--- src/rtl/srio_swrite_segmenter_if.sv ---
// rtl/srio_swrite_segmenter_if.sv - stream handshake bundle for the SWRITE segmenter
interface srio_swrite_segmenter_if #(
  parameter int DATA_W = 64,
  parameter int USER_W = 32
) ();
  logic [DATA_W-1:0] tdata;
  logic              tvalid;
  logic              tlast;
  logic              tready;
  logic [USER_W-1:0] tuser;

  modport master (output tdata, output tvalid, output tlast, output tuser, input tready);
  modport slave  (input tdata, input tvalid, input tlast, output tready);
endinterface

--- src/rtl/srio_swrite_segmenter.sv ---
// rtl/srio_swrite_segmenter.sv - cuts a 64-bit stream frame into HELLO-headed SRIO write packets
module srio_swrite_segmenter #(
  parameter int MAX_BEATS = 32,
  parameter int ADDR_W    = 34,
  parameter int SEG_W     = 6
) (
  input  logic                    AXIS_ACLK,
  input  logic                    AXIS_ARESETN,
  input  logic [ADDR_W-1:0]       cfg_base_addr,
  input  logic [31:0]             cfg_srcdest,
  input  logic [1:0]              cfg_mode,
  input  logic [1:0]              cfg_prio,
  input  logic [SEG_W-1:0]        cfg_seg_beats,
  srio_swrite_segmenter_if.slave  s_axis,
  srio_swrite_segmenter_if.master m_axis,
  output logic                    busy,
  output logic [31:0]             stat_pkt_count
);
  typedef enum logic [1:0] {ST_FILL, ST_HDR, ST_DATA} state_t;

  localparam int IDX_W = (MAX_BEATS > 1) ? $clog2(MAX_BEATS) : 1;
  localparam logic [SEG_W-1:0] MAX_LEN = SEG_W'(MAX_BEATS);

  state_t            state_q, state_d;
  logic              rdy_en_q, rdy_en_d;
  logic              frame_start_q, frame_start_d;
  logic              busy_q, busy_d;
  logic              last_seg_q, last_seg_d;
  logic [SEG_W-1:0]  beat_cnt_q, beat_cnt_d;
  logic [SEG_W-1:0]  out_idx_q, out_idx_d;
  logic [SEG_W-1:0]  seg_len_q, seg_len_d;
  logic [ADDR_W-1:0] cur_addr_q, cur_addr_d;
  logic [31:0]       srcdest_q, srcdest_d;
  logic [31:0]       pkt_cnt_q, pkt_cnt_d;
  logic [1:0]        mode_q, mode_d;
  logic [1:0]        prio_q, prio_d;
  logic [7:0]        tid_q, tid_d;
  logic [63:0]       mem_q [MAX_BEATS];

  logic              wr_en;
  logic [SEG_W-1:0]  cfg_len, cur_len;
  logic [3:0]        ftype, ttype;
  logic [8:0]        bytes;
  logic [63:0]       hdr;

  // Segment length comes straight from cfg until the frame's first beat freezes it.
  always_comb begin
    cfg_len = (cfg_seg_beats == '0 || cfg_seg_beats > MAX_LEN) ? MAX_LEN : cfg_seg_beats;
    cur_len = frame_start_q ? cfg_len : seg_len_q;
    case (mode_q)
      2'd1:    begin ftype = 4'd5; ttype = 4'd4; end
      2'd2:    begin ftype = 4'd5; ttype = 4'd5; end
      default: begin ftype = 4'd6; ttype = 4'd0; end
    endcase
    bytes = 9'({beat_cnt_q, 3'b000});
    hdr   = {tid_q, ftype, ttype, 1'b0, prio_q, 1'b0, 8'(bytes - 9'd1), 2'b00, 34'(cur_addr_q)};
  end

  always_comb begin
    state_d       = state_q;
    rdy_en_d      = 1'b1;
    frame_start_d = frame_start_q;
    busy_d        = busy_q;
    last_seg_d    = last_seg_q;
    beat_cnt_d    = beat_cnt_q;
    out_idx_d     = out_idx_q;
    seg_len_d     = seg_len_q;
    cur_addr_d    = cur_addr_q;
    srcdest_d     = srcdest_q;
    pkt_cnt_d     = pkt_cnt_q;
    mode_d        = mode_q;
    prio_d        = prio_q;
    tid_d         = tid_q;
    wr_en         = 1'b0;
    s_axis.tready = 1'b0;
    m_axis.tvalid = 1'b0;
    m_axis.tlast  = 1'b0;
    m_axis.tdata  = '0;
    case (state_q)
      ST_FILL: begin
        s_axis.tready = rdy_en_q && (beat_cnt_q < cur_len);
        if (s_axis.tready && s_axis.tvalid) begin
          wr_en      = 1'b1;
          beat_cnt_d = beat_cnt_q + SEG_W'(1);
          if (frame_start_q) begin
            cur_addr_d    = cfg_base_addr;
            srcdest_d     = cfg_srcdest;
            mode_d        = cfg_mode;
            prio_d        = cfg_prio;
            seg_len_d     = cfg_len;
            frame_start_d = 1'b0;
            busy_d        = 1'b1;
          end
          if (beat_cnt_q + SEG_W'(1) == cur_len || s_axis.tlast) begin
            last_seg_d = s_axis.tlast;
            state_d    = ST_HDR;
          end
        end
      end
      ST_HDR: begin
        m_axis.tvalid = 1'b1;
        m_axis.tdata  = hdr;
        if (m_axis.tready) begin
          out_idx_d = '0;
          state_d   = ST_DATA;
        end
      end
      default: begin
        m_axis.tvalid = 1'b1;
        m_axis.tdata  = mem_q[out_idx_q[IDX_W-1:0]];
        m_axis.tlast  = (out_idx_q + SEG_W'(1) == beat_cnt_q);
        if (m_axis.tready) begin
          out_idx_d = out_idx_q + SEG_W'(1);
          if (m_axis.tlast) begin
            tid_d      = tid_q + 8'd1;
            pkt_cnt_d  = pkt_cnt_q + 32'd1;
            cur_addr_d = cur_addr_q + ADDR_W'(bytes);
            beat_cnt_d = '0;
            state_d    = ST_FILL;
            if (last_seg_q) begin
              busy_d        = 1'b0;
              frame_start_d = 1'b1;
            end
          end
        end
      end
    endcase
  end

  always_ff @(posedge AXIS_ACLK or negedge AXIS_ARESETN) begin
    if (!AXIS_ARESETN) begin
      state_q       <= ST_FILL;
      rdy_en_q      <= 1'b0;
      frame_start_q <= 1'b1;
      busy_q        <= 1'b0;
      last_seg_q    <= 1'b0;
      beat_cnt_q    <= '0;
      out_idx_q     <= '0;
      seg_len_q     <= MAX_LEN;
      cur_addr_q    <= '0;
      srcdest_q     <= '0;
      pkt_cnt_q     <= '0;
      mode_q        <= '0;
      prio_q        <= '0;
      tid_q         <= '0;
    end else begin
      state_q       <= state_d;
      rdy_en_q      <= rdy_en_d;
      frame_start_q <= frame_start_d;
      busy_q        <= busy_d;
      last_seg_q    <= last_seg_d;
      beat_cnt_q    <= beat_cnt_d;
      out_idx_q     <= out_idx_d;
      seg_len_q     <= seg_len_d;
      cur_addr_q    <= cur_addr_d;
      srcdest_q     <= srcdest_d;
      pkt_cnt_q     <= pkt_cnt_d;
      mode_q        <= mode_d;
      prio_q        <= prio_d;
      tid_q         <= tid_d;
    end
  end

  // Payload store has no reset; its contents are only read after being written.
  always_ff @(posedge AXIS_ACLK) begin
    if (wr_en) mem_q[beat_cnt_q[IDX_W-1:0]] <= s_axis.tdata;
  end

  assign m_axis.tuser   = srcdest_q;
  assign busy           = busy_q;
  assign stat_pkt_count = pkt_cnt_q;
endmodule

--- src/flat_wrapper.sv ---
// flat-port wrapper written by rule: the top's interface ports become plain ports
module srio_swrite_segmenter_flat 
#(
  parameter int MAX_BEATS = 32,
  parameter int ADDR_W    = 34,
  parameter int SEG_W     = 6
)
  (AXIS_ACLK, AXIS_ARESETN, cfg_base_addr, cfg_srcdest, cfg_mode, cfg_prio, cfg_seg_beats, busy, stat_pkt_count, s_axis_tdata, s_axis_tvalid, s_axis_tlast, s_axis_tready, m_axis_tdata, m_axis_tvalid, m_axis_tlast, m_axis_tuser, m_axis_tready);
  srio_swrite_segmenter_if s_axis_i ();
  srio_swrite_segmenter_if m_axis_i ();
  input  logic AXIS_ACLK;
  input  logic AXIS_ARESETN;
  input  logic [ADDR_W-1:0] cfg_base_addr;
  input  logic [31:0] cfg_srcdest;
  input  logic [1:0] cfg_mode;
  input  logic [1:0] cfg_prio;
  input  logic [SEG_W-1:0] cfg_seg_beats;
  output logic busy;
  output logic [31:0] stat_pkt_count;
  input wire logic [$bits(s_axis_i.tdata)-1:0] s_axis_tdata;
  input wire logic [$bits(s_axis_i.tvalid)-1:0] s_axis_tvalid;
  input wire logic [$bits(s_axis_i.tlast)-1:0] s_axis_tlast;
  output wire logic [$bits(s_axis_i.tready)-1:0] s_axis_tready;
  output wire logic [$bits(m_axis_i.tdata)-1:0] m_axis_tdata;
  output wire logic [$bits(m_axis_i.tvalid)-1:0] m_axis_tvalid;
  output wire logic [$bits(m_axis_i.tlast)-1:0] m_axis_tlast;
  output wire logic [$bits(m_axis_i.tuser)-1:0] m_axis_tuser;
  input wire logic [$bits(m_axis_i.tready)-1:0] m_axis_tready;
  assign s_axis_i.tdata = s_axis_tdata;
  assign s_axis_i.tvalid = s_axis_tvalid;
  assign s_axis_i.tlast = s_axis_tlast;
  assign s_axis_tready = s_axis_i.tready;
  assign m_axis_tdata = m_axis_i.tdata;
  assign m_axis_tvalid = m_axis_i.tvalid;
  assign m_axis_tlast = m_axis_i.tlast;
  assign m_axis_tuser = m_axis_i.tuser;
  assign m_axis_i.tready = m_axis_tready;
  srio_swrite_segmenter #(.MAX_BEATS(MAX_BEATS), .ADDR_W(ADDR_W), .SEG_W(SEG_W)) u_core (.AXIS_ACLK(AXIS_ACLK), .AXIS_ARESETN(AXIS_ARESETN), .cfg_base_addr(cfg_base_addr), .cfg_srcdest(cfg_srcdest), .cfg_mode(cfg_mode), .cfg_prio(cfg_prio), .cfg_seg_beats(cfg_seg_beats), .s_axis(s_axis_i), .m_axis(m_axis_i), .busy(busy), .stat_pkt_count(stat_pkt_count));
endmodule
--- config.mk ---
export PLATFORM = sky130hd
export DESIGN_NAME = srio_swrite_segmenter_flat
export DESIGN_NICKNAME = d
export VERILOG_FILES = /design/src/rtl/srio_swrite_segmenter_if.sv /design/src/rtl/srio_swrite_segmenter.sv /design/src/flat_wrapper.sv
export SDC_FILE = /design/constraint.sdc
export NUM_CORES = 2
export LEC_CHECK = 0
export CORE_MARGIN = 5
export CORE_UTILIZATION = 45
export CTS_CLUSTER_SIZE = 30
export DETAILED_ROUTE_END_ITERATION = 12
export GPL_TIMING_DRIVEN = 1
export PLACE_DENSITY_LB_ADDON = 0.05
export SLEW_MARGIN = 20
export SYNTH_ARGS = -nofsm -noshare
export SYNTH_HDL_FRONTEND = slang
export SYNTH_SLANG_ARGS = --single-unit
--- constraint.sdc ---
create_clock -name AXIS_ACLK -period 21.9 [get_ports AXIS_ACLK]
set_clock_uncertainty 0.05 [all_clocks]
set_input_delay 4.38 -clock AXIS_ACLK [delete_from_list [all_inputs] [get_ports AXIS_ACLK]]
set_output_delay 4.38 -clock AXIS_ACLK [all_outputs]
set_load 0.005 [all_outputs]
==> metrics.csv <==
stage;metric;value;unit
place;port_buffers;276;
hold_path;min_from;u_core.seg_len_q[5];
cells_and_area;multiInputGateArea;0.01938;mm²
sta;relSlewSlack;0.2210;
detailed_routing;drtIter0Drc;4268;
yosys;ys_async_sr_fraction;0.06141;
clock_network;postCtsHoldBufs;0;
global_route;track_usage;0.2368;
status;status;completed;
clock_network;cts_tree;done;
clock_network;clkLatencyLatePin;0.85;ns
detailed_routing;dr.pass1.iters;7;
critical_path;reg2reg_depth;11;
clock_network;clock_sinks;2182;
yosys;syn_area_per_cell;22.34;µm²
cells_and_area;drive_gt1_frac;0.2621;
detailed_routing;route.detailed.drc;0;
yosys;ys_ff_latch;2182;
power;p_leak;31.12;nW
cells_and_area;register_area;0.06487;mm²
sta;worstMarginPinSlew;1.168;ns
critical_path;r2r-start;u_core.frame_start_q;
hold_path;hold_path_end;u_core.seg_len_q[5];
floorplanning;die_w;445.2;µm
sta;finalCriticalPeriod;11.76;ns
cells_and_area;layout_commonest_cell;edfxtp_1;
yosys;synthCells;3815;
floorplanning;io_pins;277;
detailed_routing;num_vias;41570;
critical_path;r2r-end;u_core.mem_q[17][57];
global_route;grt_pass1_vias;42310;
cells_and_area;fin_util;0.5212;
power;irDropWorstVdd;0.09515;mV
yosys;synthesis.area;0.08522;mm²
floorplanning;die_h;445.2;µm
floorplanning;core_area;0.1880;mm²
cells_and_area;fin_cells;6878;
critical_path;end_kind;output port;
global_route;grt_max_degree;117;
cells_and_area;final_cell_mix;2048 x edfxtp_1, 631 x mux4_2, 250 x clkdlybuf4s50_1;
detailed_routing;wl_per_cell;34.19;µm
yosys;synth_area_leaders;edfxtp_1 72%, mux4_2 17%, dfrtp_1 3.9%, nand2_1 0.63%, mux2_2 0.58%;
yosys;synth_ff_type;edfxtp_1;
clock_network;path_clk_slew;0.06;ns
clock_network;cts_setup_buffers;0;
place;dp.cells;6457;
clock_network;root_buffer;clkbuf_16;
sta;whs;0.4160;ns
yosys;yosys_warnings;0;
yosys;synth_top_cell_by_area;edfxtp_1;
critical_path;crit_path_start_kind;input pin;
sta;final_min_period_over_clock_period;0.5368;
detailed_routing;vias_per_cell;6.044;
power;power_frac_comb;0.270;
sta;setup_viol;0;
sta;finalHoldViolations;0;
sta;setup_tns;0;ns
yosys;synth.distinct_cells;66;
critical_path;reg2reg_slack;16.65;ns
floorplanning;start_util;0.4533;
power;power_frac_seq;0.412;
yosys;yosysSeqAreaShare;0.7610;
clock_network;cts_buffer_depth;3;
cells_and_area;nFillCells;14780;
power;pwr-share-clk;0.318;
clock_network;cts_resized;0;
run;maxCapViolations;0;
critical_path;critPathKind;in -> out;
floorplanning;die-area;0.1982;mm²
floorplanning;rows;159;
cells_and_area;finalNetCount;4355;
hold_path;hold_class;reg -> reg;
yosys;synth_edf_count;2048;
critical_path;required;17.47;ns
global_route;grt-ovfl-total;0;
clock_network;htree_levels;4;
power;intPower;8.394;mW
clock_network;cts_buffers;223;
global_route;antenna_found_initial;21;
sta;final_max_slew_viol_count;0;
detailed_routing;drt-total-wl;235200;µm
cells_and_area;area_growth;14.99;%
critical_path;arrival;7.33;ns
yosys;synth_nets;3981;
place;dp_hpwl;126700;µm
place;routabilityCongestion;0.7719;
power;p_sw;3.308;mW
hold_path;min_path_cells;2;
power;total_power;11.70;mW
power;power.share.switching;0.2827;
sta;rsz0062_at_grt;no;
sta;clock.fmax;85.06;MHz
global_route;grt_pass1_wl;332400;µm
power;power_density;119.4;mW/mm²
detailed_routing;detail-route-antenna-nets;0;
yosys;synth_top_area_frac;0.7217;
critical_path;crit_fanout;4;
## how the worst max path moves through the flow
stage | endpoint | slack (ns) | startpoint
floorplan | u_core.mem_q[15][0] | 10.41 | cfg_seg_beats[2]
global placement | s_axis_tready | 10.07 | cfg_seg_beats[4]
detailed placement | s_axis_tready | 10.07 | cfg_seg_beats[4]
CTS | s_axis_tready | 10.08 | cfg_seg_beats[4]
global route | s_axis_tready | 10.01 | cfg_seg_beats[4]
finish | s_axis_tready | 10.14 | cfg_seg_beats[4]
## state kept, by name, summed over array words and instances (netlist names)
name                   count
u_core.frame_start_q       1
u_core.state_q             2
u_core.prio_q              2
u_core.cur_addr_q         34
u_core.busy                1
u_core.last_seg_q          1
u_core.mem_q            2048
u_core.m_axis.tuser       32
u_core.beat_cnt_q          6
u_core.tid_q               8
u_core.mode_q              2
u_core.seg_len_q           6
u_core.out_idx_q           6
u_core.stat_pkt_count     32
u_core.rdy_en_q            1
## kinds of logic (layout without fill, tap and decap cells)
family / count (synthesis) / in the layout / synth area share
AO/OA/AOI/OAI: 256 / 256 / 0.02083
adder cells (fa/ha/maj): 22 / 22 / 0.003304
XOR/XNOR: 55 / 55 / 0.005653
multiplexers: 691 / 691 / 0.1745
other: 1 / 7 / 0.00004400
flip-flops: 2182 / 2182 / 0.7610
buffers and inverters: 243 / 805 / 0.01415
AND/OR/NAND/NOR: 365 / 365 / 0.02051
## cell usage after synthesis, types with 4 or more instances
library cell  number
clkbuf_1          95
nand3_1           26
dfrtp_1          132
a21oi_1           40
nor2_1            55
nand2_1          143
buf_6             22
o21ai_0           30
buf_1             16
o21ai_1            7
nor3b_1            6
a21o_1             4
buf_4             11
inv_1             29
nor2b_1           17
nor3_1            35
a2bb2oi_1          4
o22ai_1           17
xor2_1            30
a31oi_1           13
a41oi_1            6
nor4_1             5
mux4_2           631
ha_1              20
o22a_1            10
xnor2_1           25
mux2_2            44
buf_2             70
nand4_1           13
o21a_1             5
o211ai_1           4
a22oi_1           60
and3_1            36
and2_1            10
edfxtp_1        2048
a22o_1            13
a211oi_1          20
mux2i_1           16
and4_1             4
## cell type report
cell class / instances / share of cell area
sequential: 2182 / 0.6620
multi-input combinational: 1390 / 0.1978
clock buffer: 280 / 0.05964
timing repair buffer: 363 / 0.03444
tap: 2495 / 0.03186
clock inverter: 133 / 0.01299
inverter: 29 / 0.001111
antenna: 6 / 0.0001532
## power groups by stage
stage          logic [mW]  registers [mW]  clock network, mW
6_report             3.16            4.82               3.72
3_3_place_gp         3.23            4.91                  0
4_1_cts              3.23            4.82               3.79
5_1_grt              3.37            4.84               3.97
2_1_floorplan        2.13            4.80                  0
3_5_place_dp         3.22            4.91                  0
## critical path: stages
cell	delay, ns
clkdlybuf4s50_1	0.45
or4_1	0.50
o21ai_0	0.18
o21ai_0	0.20
ha_1	0.34
nand2_1	0.07
nand4b_1	0.27
a21oi_1	0.36
clkdlybuf4s50_1	0.56
## stage by stage
step                instance area (µm²)  setup slack (ns)
CTS                               98040             10.08
floorplan                         85220             10.41
finish                            97990             10.14
global placement                  90920             10.07
global route                      97980             10.01
detailed placement                90930             10.07
## layer usage
metal	vias to the layer above	wire length, µm	global-route usage
li1	16910	-	-
met3	275	13430	0.03758
met5	-	40	0
met1	23010	102800	0.3441
met4	6	4309	0.05278
met2	1380	114600	0.3840
Note: power is estimated with default switching activity, not from simulation.
